--- src/rtl/pov_loader.sv ---
// pov_loader: SPI-staged point-of-view registers committed to the active set on a frame strobe
module pov_loader #(
  parameter int W = 16,
  parameter logic [W-1:0] RST_PX = 16'h0600,
  parameter logic [W-1:0] RST_PY = 16'h0600,
  parameter logic [W-1:0] RST_FX = 16'h0400,
  parameter logic [W-1:0] RST_FY = 16'h0000,
  parameter logic [W-1:0] RST_VX = 16'h0000,
  parameter logic [W-1:0] RST_VY = 16'hFE00
) (
  input  logic         clk,
  input  logic         reset,
  input  logic         i_ss_n,
  input  logic         i_sclk,
  input  logic         i_mosi,
  input  logic         i_load,
  output logic [W-1:0] o_px,
  output logic [W-1:0] o_py,
  output logic [W-1:0] o_fx,
  output logic [W-1:0] o_fy,
  output logic [W-1:0] o_vx,
  output logic [W-1:0] o_vy,
  output logic         o_pending,
  output logic         o_loaded,
  output logic         o_err
);
  localparam int N = 6 * W;
  localparam logic [6:0] FULL = 7'(N);
  localparam logic [6:0] SAT = 7'(N + 1);
  logic [1:0] r_ss_s, r_sclk_s, r_mosi_s, r_fl;
  logic r_ss_d, r_sclk_d, r_armed, r_pend, r_loaded, r_err;
  logic [6:0] r_cnt;
  logic [N-1:0] r_sh, r_stage;
  logic [W-1:0] r_px, r_py, r_fx, r_fy, r_vx, r_vy;
  logic w_ss, w_rise, w_ss_up, w_shift, w_done, w_bad, w_commit;
  assign w_ss = r_ss_s[1];
  assign w_rise = r_sclk_s[1] & ~r_sclk_d;
  assign w_ss_up = w_ss & ~r_ss_d;
  assign w_shift = r_armed & ~w_ss & w_rise;
  assign w_done = w_ss_up & (r_cnt == FULL);
  assign w_bad = w_ss_up & (r_cnt != FULL) & (r_cnt != '0);
  assign w_commit = i_load & r_pend;
  // r_armed stays low until ss_n has been seen high from the real pin, so a select
  // already in progress at reset release is never shifted
  always_ff @(posedge clk) begin
    if (reset) begin
      r_ss_s <= 2'b11;
      r_sclk_s <= '0;
      r_mosi_s <= '0;
      r_fl <= '0;
      r_ss_d <= 1'b1;
      r_sclk_d <= 1'b0;
      r_armed <= 1'b0;
      r_cnt <= '0;
      r_sh <= '0;
      r_stage <= '0;
      r_pend <= 1'b0;
      r_loaded <= 1'b0;
      r_err <= 1'b0;
      {r_px, r_py, r_fx, r_fy, r_vx, r_vy} <= {RST_PX, RST_PY, RST_FX, RST_FY, RST_VX, RST_VY};
    end else begin
      r_ss_s <= {r_ss_s[0], i_ss_n};
      r_sclk_s <= {r_sclk_s[0], i_sclk};
      r_mosi_s <= {r_mosi_s[0], i_mosi};
      r_fl <= r_fl + 2'(r_fl != 2'd2);
      r_ss_d <= w_ss;
      r_sclk_d <= r_sclk_s[1];
      r_armed <= r_armed | ((r_fl == 2'd2) & w_ss);
      r_cnt <= w_ss ? '0 : (w_shift && r_cnt != SAT) ? r_cnt + 7'd1 : r_cnt;
      if (w_shift) r_sh <= {r_sh[N-2:0], r_mosi_s[1]};
      if (w_done) r_stage <= r_sh;
      r_pend <= w_done | (r_pend & ~w_commit);
      r_loaded <= w_commit;
      r_err <= w_bad;
      if (w_commit) {r_px, r_py, r_fx, r_fy, r_vx, r_vy} <= r_stage;
    end
  end
  assign {o_px, o_py, o_fx, o_fy, o_vx, o_vy} = {r_px, r_py, r_fx, r_fy, r_vx, r_vy};
  assign o_pending = r_pend;
  assign o_loaded = r_loaded;
  assign o_err = r_err;
endmodule

--- config.mk ---
export PLATFORM = sky130hd
export DESIGN_NAME = pov_loader
export DESIGN_NICKNAME = d
export VERILOG_FILES = /design/src/rtl/pov_loader.sv
export SDC_FILE = /design/constraint.sdc
export NUM_CORES = 1
export LEC_CHECK = 0
export BUFFER_PORTS_ARGS = -buffer_cell sky130_fd_sc_hd__buf_4
export CORE_MARGIN = 3
export CORE_UTILIZATION = 50
export CTS_CLUSTER_DIAMETER = 60
export DETAILED_ROUTE_END_ITERATION = 16
export GPL_TIMING_DRIVEN = 0
export PLACE_DENSITY = 0.71
export SYNTH_ARGS = -nofsm -noshare
export SYNTH_HDL_FRONTEND = slang
export SYNTH_SLANG_ARGS = --single-unit
--- constraint.sdc ---
create_clock -name clk -period 1.9 [get_ports clk]
set_clock_uncertainty 0.15 [all_clocks]
set_input_delay 0.285 -clock clk [delete_from_list [all_inputs] [get_ports clk]]
set_output_delay 0.285 -clock clk [all_outputs]
set_load 0.01 [all_outputs]
==> results of run 1 <==
-- critical path, stage by stage, from the launching register on --
cell and delay [ns]:
dfxtp_1 0.36, inv_1 0.09, ha_1 0.20, and3_1 0.16, buf_4 0.18, buf_8 0.20
buf_12 0.16, mux2i_1 0.20
-- power by group through the flow --
stage	combinational [W]	sequential (W)	clock (W)
2_1_floorplan	0.000184	0.00665	0
3_3_place_gp	0.000268	0.00665	0
3_5_place_dp	0.000270	0.00665	0
4_1_cts	0.000280	0.00651	0.00647
5_1_grt	0.000303	0.00650	0.00674
6_report	0.000277	0.00651	0.00635
-- worst max path at each step --
stage	startpoint	end	slack [ns]
after detailed placement	reset	o_vy[7]	-0.55
final	r_cnt[1]	r_stage[88]	0.11
after floorplan	r_cnt[0]	r_stage[55]	0.30
after global placement	reset	o_vy[6]	-0.55
after CTS	i_load	o_px[5]	0.001
after global routing	r_cnt[1]	r_stage[69]	0.0001
-- routing by layer --
layer | share of wire [%] | GRT usage, % | vias to the layer above
li1 | - | - | 4588
met1 | 48 | 25.9 | 4118
met2 | 45 | 32.1 | 156
met3 | 4.9 | 3.54 | 44
met4 | 2.2 | 4.81 | 0
met5 | 0 | 0 | -
-- layout by cell type, fill, tap and decap left out, types with 6 or more instances in the layout --
cell type,n
nand2_1,389
nor2b_1,7
clkbuf_8,12
clkbuf_16,31
nand2b_1,193
inv_1,6
clkbuf_1,66
mux2i_1,98
dfxtp_1,307
nand3b_1,12
a21oi_1,184
buf_2,17
buf_4,112
-- through the flow --
step | TNS [ns] | area [sq um] | hold WS (ns)
finish | 0 | 14000 | 0.233
detailed placement | -53.63 | 12900 | 0.243
global placement | -51.44 | 12900 | 0.243
global route | 0 | 14000 | 0.256
CTS | 0 | 14000 | 0.213
floorplan | 0 | 11700 | 0.239
-- cell type report --
type                            count  area (sq um)
Fill cell                        2041          8810
Sequential cell                   309          6190
Multi-Input combinational cell    921          5000
Clock buffer                       51           971
Timing Repair Buffer              109           831
Buffer                             98           509
Tap cell                          313           392
Clock inverter                      6           115
Inverter                            6          22.5
-- registers in the layout, summed over array words and instances (netlist names), 2 cells and up --
register and cells:
o_fx 16, o_vx 16, r_fl 2, r_mosi_s 2, o_px 16, r_stage 96, o_fy 16, r_sh 96
r_ss_s 2, o_vy 16, o_py 16, r_sclk_s 2, r_cnt 7
-- what timing repair did --
action                                  in CTS  in global routing
pin swaps                                    0                  1
hold buffers                                 5                  0
endpoints found under the hold margin        7                  0
endpoints found under the setup margin      49                152
gates resized for setup                      3                 13
-- synthesized netlist by cell type --
cell type / count / area [sq um]
clkbuf_2: 1 / 5.00
buf_12: 4 / 80.1
o41ai_1: 2 / 17.5
xnor2_1: 1 / 8.76
nand4bb_1: 1 / 11.3
nand3_1: 4 / 20.0
nor4bb_1: 2 / 20.0
o21ai_0: 2 / 10.0
nor2_1: 3 / 11.3
buf_8: 1 / 15.0
inv_1: 6 / 22.5
a41oi_1: 1 / 8.76
nand2_1: 390 / 1460
and2_1: 1 / 6.26
a32o_1: 1 / 10.0
nor2b_1: 7 / 43.8
buf_4: 7 / 52.6
nand2b_1: 193 / 1210
a21oi_1: 184 / 921
mux2i_1: 98 / 981
ha_1: 5 / 62.6
or2_2: 2 / 12.5
o311ai_0: 2 / 17.5
buf_2: 20 / 100
nand4_1: 2 / 12.5
nor3b_1: 1 / 7.51
dfxtp_1: 309 / 6190
buf_1: 3 / 11.3
and4b_1: 1 / 10.0
nor3_4: 1 / 16.3
and3_1: 1 / 6.26
or3_1: 4 / 25.0
clkbuf_1: 63 / 236
nand3b_1: 12 / 90.1
-- kinds of logic (layout without fill, tap and decap cells) --
group | count (synthesis) | after routing
adders and majority gates | 5 | 5
buffers and inverters | 105 | 270
xor gates and xnor gates | 1 | 1
muxes | 98 | 98
and+or+nand+nor | 625 | 625
DFF | 309 | 309
AOI/OAI and AO/OA | 192 | 192
==> flow_summary_export.csv, run 1 <==
group,metric,value,unit
critical_path,ff2ff_setup_slack,0.11,ns
pwr,internal_power,0.0105,W
logic_synthesis,yosys.area_share.simple,25.3,%
job,drv_cap,0,
sta,setup_slack,0.111,ns
pwr,clockPowerShare,48.4,%
sta,finalMaxSlewViolations,0,
pwr,report.power.total,0.0131,W
placed_design,dp.final_hpwl,16.9,mm
placed_design,dp_slack,-0.550,ns
sta,fin_crit_sh,94.2,%
logic_synthesis,yosysWarnings,0,
pwr,p_leak,4.78,nW
logic_synthesis,synth.area.mux_share,8.38,%
routing,postRouteAntennaNets,0,
cts,cts_setup_buffers,0,
pwr,combPwrFrac,2.1,%
critical_path,r2r_start,"r_cnt[1]",
sta,slew-limit-headroom,48.7,%
final_layout,drive_gt1_share,13.1,%
hold_path,hold_depth,4,
routing,routed_via_density,4.91,
routing,firstDrtPassIters,5,
die,die_w,159,um
placed_design,gp_congestion,0.772,
routing,drt_iter0_markers,407,
critical_path,criticalPathCategory,"flop to flop",
logic_synthesis,synth_cells,1335,
placed_design,dp.cells,1752,
sta,post-route-min-period,1.79,ns
sta,finalSetupViolCount,0,
die,die_height,159,um
logic_synthesis,synthDistinctLibCells,34,
critical_path,arrival,2.12,ns
final_layout,fin_cells,1813,
die,num_rows,55,
logic_synthesis,netlist_area,11700,sq um
die,die_area,25300,sq um
final_layout,final_util,61.4,%
critical_path,required,2.23,ns
logic_synthesis,syn_avg_cell_area,8.77,sq um
critical_path,crit_fanout,10,
pwr,p_sw,0.00266,W
sta,worst_pin_slew,0.770,ns
logic_synthesis,syn-num-nets,1346,
cts,tritoncts,"yes",
pwr,powerDensity,936,nW/um^2
cts,cts.sinks,309,
sta,rsz0062_at_grt,"false",
cts,cts.reportedPaths.clkPinSlew,0.06,ns
grt,grt_pass1_wl,41.8,mm
routing,num_vias,8906,
grt,grt_max_degree,16,
grt,antenna_found_initial,0,
logic_synthesis,synthAdderAreaFrac,0.534,%
logic_synthesis,synth-compound-area-share,8.41,%
pwr,ir_drop,0.675,mV
final_layout,final_nets,1487,
placed_design,io_buffer_count,104,
cts,clk_latency,0.55,ns
critical_path,worstRegToRegCells,7,
grt,grt_usage,19.2,%
pwr,pwr-share-seq,49.5,%
hold_path,worst_hold_path_type,"input pin to flop",
hold_path,hold_start,"reset",
routing,wire_per_inst,13.8,um
logic_synthesis,synth_top_family_by_area,"simple AND/OR/NAND/NOR gates",
critical_path,critPathCaptureType,"flop",
hold_path,min_to,"r_cnt[5]",
die,pin_count,105,
routing,drc,0,
cts,cts.path.max_buffers,3,
logic_synthesis,synthXorXnorAreaFrac,0.0748,%
die,core_area,22800,sq um
final_layout,area_delta_synth_final,19.8,%
logic_synthesis,ys_seq_elements,309,
status,status,"finished, final reports clean",
die,initial_core_util,51.3,%
cts,htreeDepth,1,
cts,clockRootBuffer,"clkbuf_16",
logic_synthesis,ys_seq_area_share,52.8,%
sta,hold_viol,0,
critical_path,reg2reg_to,"r_stage[88]",
pwr,swShare,20.2,%
cts,cts_made_buffers,31,
sta,fmax,559,MHz
critical_path,start_kind,"flop",
routing,wl,25.0,mm
grt,grt_pass1_vias,8540,
grt,grt_overflow_total,0,
final_layout,antennaDiodeCount,0,
(Power assumes the default switching activity.)
==> inputs of run 2 (changes only) <==
--- a/config.mk
+++ b/config.mk
@@ -6,9 +6,9 @@
 export NUM_CORES = 1
 export LEC_CHECK = 0
 export BUFFER_PORTS_ARGS = -buffer_cell sky130_fd_sc_hd__buf_4
-export CORE_MARGIN = 3
+export CORE_MARGIN = 5
 export CORE_UTILIZATION = 50
-export CTS_CLUSTER_DIAMETER = 60
+export CTS_CLUSTER_DIAMETER = 200
 export DETAILED_ROUTE_END_ITERATION = 16
 export GPL_TIMING_DRIVEN = 0
 export PLACE_DENSITY = 0.71
==> flow_summary_export.csv, run 2 (synthesis results as in run 1) <==
group,metric,value,unit
final_layout,regArea,6190,sq um
pwr,report.power.total,0.0128,W
cts,cts_made_buffers,31,
pwr,ir_drop,0.718,mV
cts,cts.path.max_buffers,3,
grt,grt_pass1_vias,8635,
final_layout,antennaDiodeCount,0,
placed_design,gp_congestion,0.835,
cts,cts_setup_buffers,0,
cts,clockRootBuffer,"clkbuf_16",
pwr,p_leak,4.75,nW
placed_design,dp.cells,1758,
die,die_height,163,um
routing,wire_per_inst,14.1,um
routing,firstDrtPassIters,5,
final_layout,largestRegisters,"r_sh x96, r_stage x96",
grt,grt_max_degree,16,
die,num_rows,56,
pwr,powerDensity,918,nW/um^2
final_layout,fill_cells,2135,
final_layout,final_cell_mix,"nand2_1, dfxtp_1, nand2b_1, a21oi_1, buf_4",
final_layout,final_nets,1486,
placed_design,io_buffer_count,104,
critical_path,critPathCaptureType,"flop",
routing,drc,0,
sta,fmax,555,MHz
routing,drt_iter0_markers,431,
sta,fin_hold_ws,0.0332,ns
job,drv_cap,0,
grt,grt_usage,19.1,%
hold_path,worst_hold_path_type,"input pin to flop",
die,die_w,163,um
placed_design,dp.final_hpwl,17.3,mm
die,initial_core_util,50.3,%
critical_path,crit_fanout,10,
critical_path,start_kind,"flop",
cts,tritoncts,"yes",
sta,worst_pin_slew,0.756,ns
sta,finalMaxSlewViolations,0,
routing,num_vias,8953,
sta,finalSetupViolCount,0,
die,die_area,26600,sq um
cts,cts.reportedPaths.clkPinSlew,0.06,ns
final_layout,multi_input_area,5000,sq um
critical_path,required,2.22,ns
grt,grt_overflow_total,0,
sta,slew-limit-headroom,49.6,%
status,status,"finished, final reports clean",
final_layout,drive_gt1_share,13.1,%
routing,routed_via_density,4.94,
final_layout,area_delta_synth_final,19.2,%
grt,antenna_found_initial,0,
sta,post-route-min-period,1.80,ns
cts,cts.sinks,309,
critical_path,criticalPathCategory,"flop to flop",
cts,clk_latency,0.55,ns
die,core_area,23300,sq um
critical_path,arrival,2.12,ns
cts,htreeDepth,1,
routing,wl,25.5,mm
die,pin_count,105,
sta,fin_crit_sh,94.8,%
final_layout,mostFrequentLayoutCell,"nand2_1",
sta,hold_viol,0,
final_layout,fin_cells,1814,
grt,grt_pass1_wl,42.5,mm
routing,postRouteAntennaNets,0,
## run 2: area by class of cell
class / count / share of cell area (%)
plain buffers: 97 / 3.64
clock buffers: 45 / 6.51
clock inverters: 8 / 0.735
inverters: 6 / 0.161
multi-input cells: 921 / 35.8
flip-flops and latches: 309 / 44.3
well taps: 319 / 2.86
repair buffers: 109 / 5.95
## run 2: path summary, 6_finish.rpt
check	from	cells after the start	slack (ns)	endpoint
worst max register to register	r_cnt[5]	6	0.1	r_stage[94]
worst min register to register	r_sclk_s[0]	1	0.29	r_sclk_s[1]
worst max-delay path	r_cnt[5]	6	0.1	r_stage[94]
worst min-delay path	reset	3	0.03	r_cnt[6]
## run 2: per-layer routing
layer | wire length, um | vias to the layer above | global-route usage, % | part of all wire (%)
met1 | 12100 | 4164 | 26.8 | 47
met4 | 532 | 0 | 4.65 | 2.1
li1 | - | 4588 | - | -
met2 | 11700 | 164 | 31.1 | 46
met3 | 1170 | 37 | 3.08 | 4.6
met5 | 0 | - | 0 | 0
## run 2: repair_timing
item                                    CTS  global route
hold buffers                              5             0
endpoints found under the setup margin   47           133
endpoints found under the hold margin     9             0
resized for setup                         4            13
## run 2: critical path: stages (launching register included)
cell and delay (ns):
dfxtp_1 0.43, and4b_1 0.24, and3_1 0.15, buf_4 0.16
buf_8 0.19, buf_12 0.16, mux2i_1 0.20
## run 2: through the flow
step | area, sq um | util (%) | TNS (ns) | setup slack (ns)
2_1_floorplan | 11700 | - | 0 | 0.296
3_3_place_gp | 12900 | 55.4 | -49.06 | -0.461
3_5_place_dp | 12900 | 55.4 | -61.31 | -0.517
4_1_cts | 14000 | 60.0 | 0 | 0.0112
5_1_grt | 14000 | 60.0 | -0.00659 | -0.00659
6_report | 14000 | 60.0 | 0 | 0.0992
## run 2: report_power, final
group          internal (W)  leakage (nW)  switching [W]
logic              0.000113          1.77       0.000164
clock network       0.00356         0.492        0.00247
registers           0.00650          2.49     0.00000875
total                0.0102          4.75        0.00265
